<file path="src/rtl/uart_pkg.sv">
// Definitions shared by the UART transmitter and the future receiver:
// sequencer states, parity encodings and the parameter legality check.
package uart_pkg;

    typedef enum logic [2:0] {
        ST_IDLE,
        ST_SYNC,
        ST_START,
        ST_DATA,
        ST_PARITY,
        ST_STOP
    } uart_state_e;

    localparam int PAR_NONE = 0;
    localparam int PAR_EVEN = 1;
    localparam int PAR_ODD  = 2;

    function automatic bit uart_params_legal(input int data_bits,
                                             input int parity,
                                             input int stop_bits);
        return (data_bits >= 5) && (data_bits <= 9) &&
               (parity >= PAR_NONE) && (parity <= PAR_ODD) &&
               ((stop_bits == 1) || (stop_bits == 2));
    endfunction

endpackage

</file>
<file path="src/rtl/uart_tx_ctrl.sv">
// UART transmit sequencer: takes one word per valid/ready handshake and
// shifts it out as start, data (LSB first), optional parity and stop bits.
module uart_tx_ctrl
    import uart_pkg::*;
#(
    parameter int DATA_BITS = 8,
    parameter int PARITY    = 0,
    parameter int STOP_BITS = 1
) (
    input  logic                 clk,
    input  logic                 rst,
    input  logic                 baud_tick,
    input  logic [DATA_BITS-1:0] tx_data,
    input  logic                 tx_valid,
    output logic                 tx_ready,
    output logic                 tx_serial,
    output logic                 tx_busy,
    output logic                 tx_done
);

    if (!uart_params_legal(DATA_BITS, PARITY, STOP_BITS)) begin : g_illegal_params
        $error("uart_tx_ctrl: illegal DATA_BITS/PARITY/STOP_BITS combination");
    end

    localparam logic [3:0] LAST_BIT   = 4'(DATA_BITS - 1);
    localparam logic       STOP_LAST  = 1'(STOP_BITS - 1);
    localparam bit         HAS_PARITY = (PARITY != PAR_NONE);

    uart_state_e          state_q, state_d;
    logic [DATA_BITS-1:0] shift_q, shift_d;
    logic                 parity_q, parity_d;
    logic [3:0]           bit_cnt_q, bit_cnt_d;
    logic                 stop_cnt_q, stop_cnt_d;
    logic                 serial_q, serial_d;
    logic                 done_q, done_d;
    logic                 ready_q;
    logic                 busy_q;
    logic                 data_parity;

    assign data_parity = (PARITY == PAR_ODD) ? ~(^tx_data) : (^tx_data);

    always_comb begin
        state_d    = state_q;
        shift_d    = shift_q;
        parity_d   = parity_q;
        bit_cnt_d  = bit_cnt_q;
        stop_cnt_d = stop_cnt_q;
        serial_d   = serial_q;
        done_d     = 1'b0;

        case (state_q)
            ST_IDLE: begin
                serial_d = 1'b1;
                if (tx_valid && ready_q) begin
                    shift_d  = tx_data;
                    parity_d = data_parity;
                    state_d  = ST_SYNC;
                end
            end
            // Waiting for a fresh tick guarantees a full-length start bit.
            ST_SYNC: begin
                if (baud_tick) begin
                    serial_d = 1'b0;
                    state_d  = ST_START;
                end
            end
            ST_START: begin
                if (baud_tick) begin
                    serial_d  = shift_q[0];
                    bit_cnt_d = 4'd0;
                    state_d   = ST_DATA;
                end
            end
            ST_DATA: begin
                if (baud_tick) begin
                    if (bit_cnt_q == LAST_BIT) begin
                        if (HAS_PARITY) begin
                            serial_d = parity_q;
                            state_d  = ST_PARITY;
                        end else begin
                            serial_d   = 1'b1;
                            stop_cnt_d = 1'b0;
                            state_d    = ST_STOP;
                        end
                    end else begin
                        shift_d   = shift_q >> 1;
                        serial_d  = shift_q[1];
                        bit_cnt_d = bit_cnt_q + 4'd1;
                    end
                end
            end
            ST_PARITY: begin
                if (baud_tick) begin
                    serial_d   = 1'b1;
                    stop_cnt_d = 1'b0;
                    state_d    = ST_STOP;
                end
            end
            ST_STOP: begin
                if (baud_tick) begin
                    if (stop_cnt_q == STOP_LAST) begin
                        done_d  = 1'b1;
                        state_d = ST_IDLE;
                    end else begin
                        stop_cnt_d = stop_cnt_q + 1'b1;
                    end
                end
            end
            default: begin
                serial_d = 1'b1;
                state_d  = ST_IDLE;
            end
        endcase
    end

    // Handshake flags follow the next state so they are registered yet
    // already reflect an accept or a frame end in the following cycle.
    always_ff @(posedge clk or negedge rst) begin
        if (!rst) begin
            state_q    <= ST_IDLE;
            shift_q    <= '0;
            parity_q   <= 1'b0;
            bit_cnt_q  <= 4'd0;
            stop_cnt_q <= 1'b0;
            serial_q   <= 1'b1;
            done_q     <= 1'b0;
            ready_q    <= 1'b1;
            busy_q     <= 1'b0;
        end else begin
            state_q    <= state_d;
            shift_q    <= shift_d;
            parity_q   <= parity_d;
            bit_cnt_q  <= bit_cnt_d;
            stop_cnt_q <= stop_cnt_d;
            serial_q   <= serial_d;
            done_q     <= done_d;
            ready_q    <= (state_d == ST_IDLE);
            busy_q     <= (state_d != ST_IDLE);
        end
    end

    assign tx_ready  = ready_q;
    assign tx_serial = serial_q;
    assign tx_busy   = busy_q;
    assign tx_done   = done_q;

endmodule

</file>
<file path="config.mk">
export PLATFORM = sky130hd
export DESIGN_NAME = uart_tx_ctrl
export DESIGN_NICKNAME = d
export VERILOG_FILES = /design/src/rtl/uart_pkg.sv /design/src/rtl/uart_tx_ctrl.sv
export SDC_FILE = /design/constraint.sdc
export NUM_CORES = 1
export LEC_CHECK = 0
export CORE_MARGIN = 2
export CORE_UTILIZATION = 47
export CTS_CLUSTER_SIZE = 25
export DETAILED_ROUTE_END_ITERATION = 8
export GPL_ROUTABILITY_DRIVEN = 0
export HOLD_SLACK_MARGIN = 0.08
export MAX_ROUTING_LAYER = met4
export PLACE_DENSITY = 0.82
export SLEW_MARGIN = 5
export SYNTH_ARGS = -nofsm -noshare
export SYNTH_HDL_FRONTEND = slang
export SYNTH_SLANG_ARGS = --single-unit
export TNS_END_PERCENT = 100
</file>
<file path="constraint.sdc">
create_clock -name clk -period 1.51 [get_ports clk]
set_input_delay 0.302 -clock clk [delete_from_list [all_inputs] [get_ports clk]]
set_output_delay 0.302 -clock clk [all_outputs]
set_load 0.1 [all_outputs]
</file>
==> impl_metrics.json <==
{
  "fmax_ghz": 0.680,
  "clk_pin_slew_ns": 0.11,
  "drc_errors": 0,
  "layout_common_cells": "15 x dfrtp_1, 14 x buf_4, 11 x clkdlybuf4s50_1, 7 x nand2_1, 7 x mux2_4",
  "combPwrFrac": 0.447,
  "n_antenna_cell": 0,
  "dieArea_mm2": 0.00262,
  "htreeDepth": 1,
  "setup_viol": 0,
  "synth_compound_area_frac": 0.140,
  "synthCells": 88,
  "place.detailed.hpwl_um": 1550,
  "top_level_ports": 16,
  "switching_share": 0.346,
  "end_kind": "flip-flop",
  "dp.cells": 139,
  "seq_power_share": 0.413,
  "worstPathRequired_ns": 1.72,
  "grt_pass1_wl_um": 3450,
  "final_common_cell": "dfrtp_1",
  "synth-edff-count": 0,
  "syn_avg_cell_area_um2": 11.9,
  "antenna_found_initial": 0,
  "synth-adder-area-share": 0.0120,
  "instances_no_fill": 145,
  "multi_input_area_um2": 536,
  "p_sw_mw": 0.671,
  "synth_nets": 101,
  "areaGrowthSynthToFinish_pct": 34.5,
  "clock_skew_ns": 0.00225,
  "num-nets-final": 131,
  "coreArea_mm2": 0.00215,
  "start_util": 0.486,
  "grt.total_usage": 0.191,
  "hold_class": "in2async",
  "synth_warnings": 0,
  "grt-ovfl-total": 0,
  "path_class": "reg2reg",
  "seqCellArea_um2": 484,
  "synth_top_family_by_area": "multiplexers",
  "internal-power_mw": 1.27,
  "clock-sinks": 19,
  "layout_min_cycle_time_ns": 1.47,
  "synth.distinct_cells": 37,
  "p_per_area_mw_per_mm2": 1380,
  "relSlewSlack": 0.816,
  "grt_pass1_vias": 790,
  "cts_buffer_depth": 2,
  "p_leak_nw": 0.651,
  "drv_cap": 0,
  "cpPeakStageDelay_ns": 0.46,
  "cts_hold_buf": 0,
  "routed_wl_um": 2110,
  "io_buffers": 15,
  "fillers": 161,
  "drt_iter0_drc": 14,
  "root_buffer": "clkbuf_4",
  "ys.flop_type": "dfrtp_1",
  "rows": 17,
  "drt.antenna.violating_nets": 0,
  "synth-xor-area-share": 0,
  "power.share.clock": 0.140,
  "cts_buffers": 3,
  "yosysSeqAreaShare": 0.457,
  "finalCritPeriodShare": 0.974,
  "wl_per_cell_um": 14.5,
  "syn_area_mm2": 0.00104,
  "path_cells": "and4b_1 -> a32o_2 -> buf_12 -> mux2_4",
  "ir_worst_vdd_v": 0.000730,
  "num_vias": 788,
  "via_per_inst": 5.43,
  "synthSimpleGateAreaFrac": 0.163,
  "muxShareOfSynthArea": 0.186,
  "worst_ep_arrival_time_ns": 1.68,
  "grt_max_degree": 20,
  "status": "finished clean",
  "finalHoldViolations": 0,
  "first_pass_iters": 4,
  "clock_latency_ns": 0.31,
  "cts_tree": "yes",
  "synth_async_sr_flop_share": 1.00,
  "die_y_um": 51.1,
  "layout-drive-gt1-share": 0.342,
  "ys_seq_elements": 19,
  "worstSetupStartpointType": "flip-flop",
  "die_x_um": 51.1,
  "crit_slowest_cell": "dfrtp_2",
  "worstMarginPinSlew_ns": 0.273,
  "hold_ws_ns": 0.310,
  "finalMaxSlewViolations": 0,
  "crit_fanout": 8
}
==> path summary, 6_finish.rpt <==
check,from,end,slack (ns),depth (start not counted)
worst min-delay path,rst,bit_cnt_q[1]$_DFFE_PN0P_,0.31,2
max in group asynchronous,rst,tx_ready$_DFF_PN1_,0.94,2
worst max register to register,state_q[1]$_DFF_PN0_,shift_q[3]$_DFFE_PN0P_,0.04,4
worst max-delay path,state_q[1]$_DFF_PN0_,shift_q[3]$_DFFE_PN0P_,0.04,4
worst min register to register,shift_q[5]$_DFFE_PN0P_,shift_q[5]$_DFFE_PN0P_,0.53,1
min in group clk,shift_q[5]$_DFFE_PN0P_,shift_q[5]$_DFFE_PN0P_,0.53,1
==> routing by layer <==
layer  vias up  track usage  part of all wire
met4         0        0.153             0.034
met3         7       0.0380             0.034
met1       375        0.239              0.45
met2        16        0.266              0.48
li1        390            -                 -
met5         -            -                 0
==> final cells by class <==
class                      instances  area share
sequential                        19       0.345
multi-input combinational         62       0.381
clock buffer                       3      0.0160
timing repair buffer              30       0.224
clock inverter                     1     0.00356
inverter                           2     0.00534
tap                               28      0.0249
==> worst max-delay path, delay by kind of cell, from the launching register on <==
kind	cells	cell delay [ns]
AO/OA/AOI/OAI	1	0.25
buffers and inverters	1	0.15
flip-flops	1	0.46
multiplexers	1	0.29
AND/OR/NAND/NOR	1	0.22
==> synthesized netlist by cell type, types with 3 or more instances <==
master	count	share of area
o21ai_0	3	0.014
mux2_4	7	0.10
mux2_1	6	0.065
dfrtp_1	17	0.41
nor2_1	3	0.011
nand2_1	7	0.025
a21oi_1	3	0.014
nand3_1	3	0.014
==> cells by family after synthesis <==
group,after synthesis
and+or+nand+nor,26
adders and majority gates,1
AOI/OAI and AO/OA,20
DFF,19
buffers and inverters,7
muxes,15
==> timing repair <==
item | in CTS | in global routing
hold endpoints to repair | 0 | 0
setup buffers | 0 | 3
pin swaps | 0 | 2
resized for setup | 2 | 3
endpoints found under the setup margin | 4 | 7
==> flip-flops by register name, indices dropped and copies added (netlist names) <==
register   flops
tx_serial      1
tx_ready       1
state_q        3
shift_q        8
tx_busy        1
bit_cnt_q      4
tx_done        1
==> power by group through the flow <==
stage	combinational (mW)	sequential (mW)	clock, mW
3_5_place_dp	0.832	0.801	0
4_1_cts	0.839	0.798	0.272
5_1_grt	0.933	0.818	0.296
2_1_floorplan	0.438	0.900	0
6_report	0.866	0.800	0.272
3_3_place_gp	0.801	0.792	0
==> metrics by stage <==
stage	setup WS, ns	utilization	power (mW)	TNS [ns]	instance area, µm²
floorplan	-0.0424	-	1.34	-0.297	1050
global placement	-0.192	0.627	1.59	-1.39	1350
detailed placement	-0.221	0.627	1.63	-1.61	1350
CTS	0.0150	0.645	1.91	0	1390
global route	-0.0149	0.654	2.05	-0.0640	1410
finish	0.0394	0.654	1.94	0	1410
Note: power is estimated with default switching activity, not from simulation.
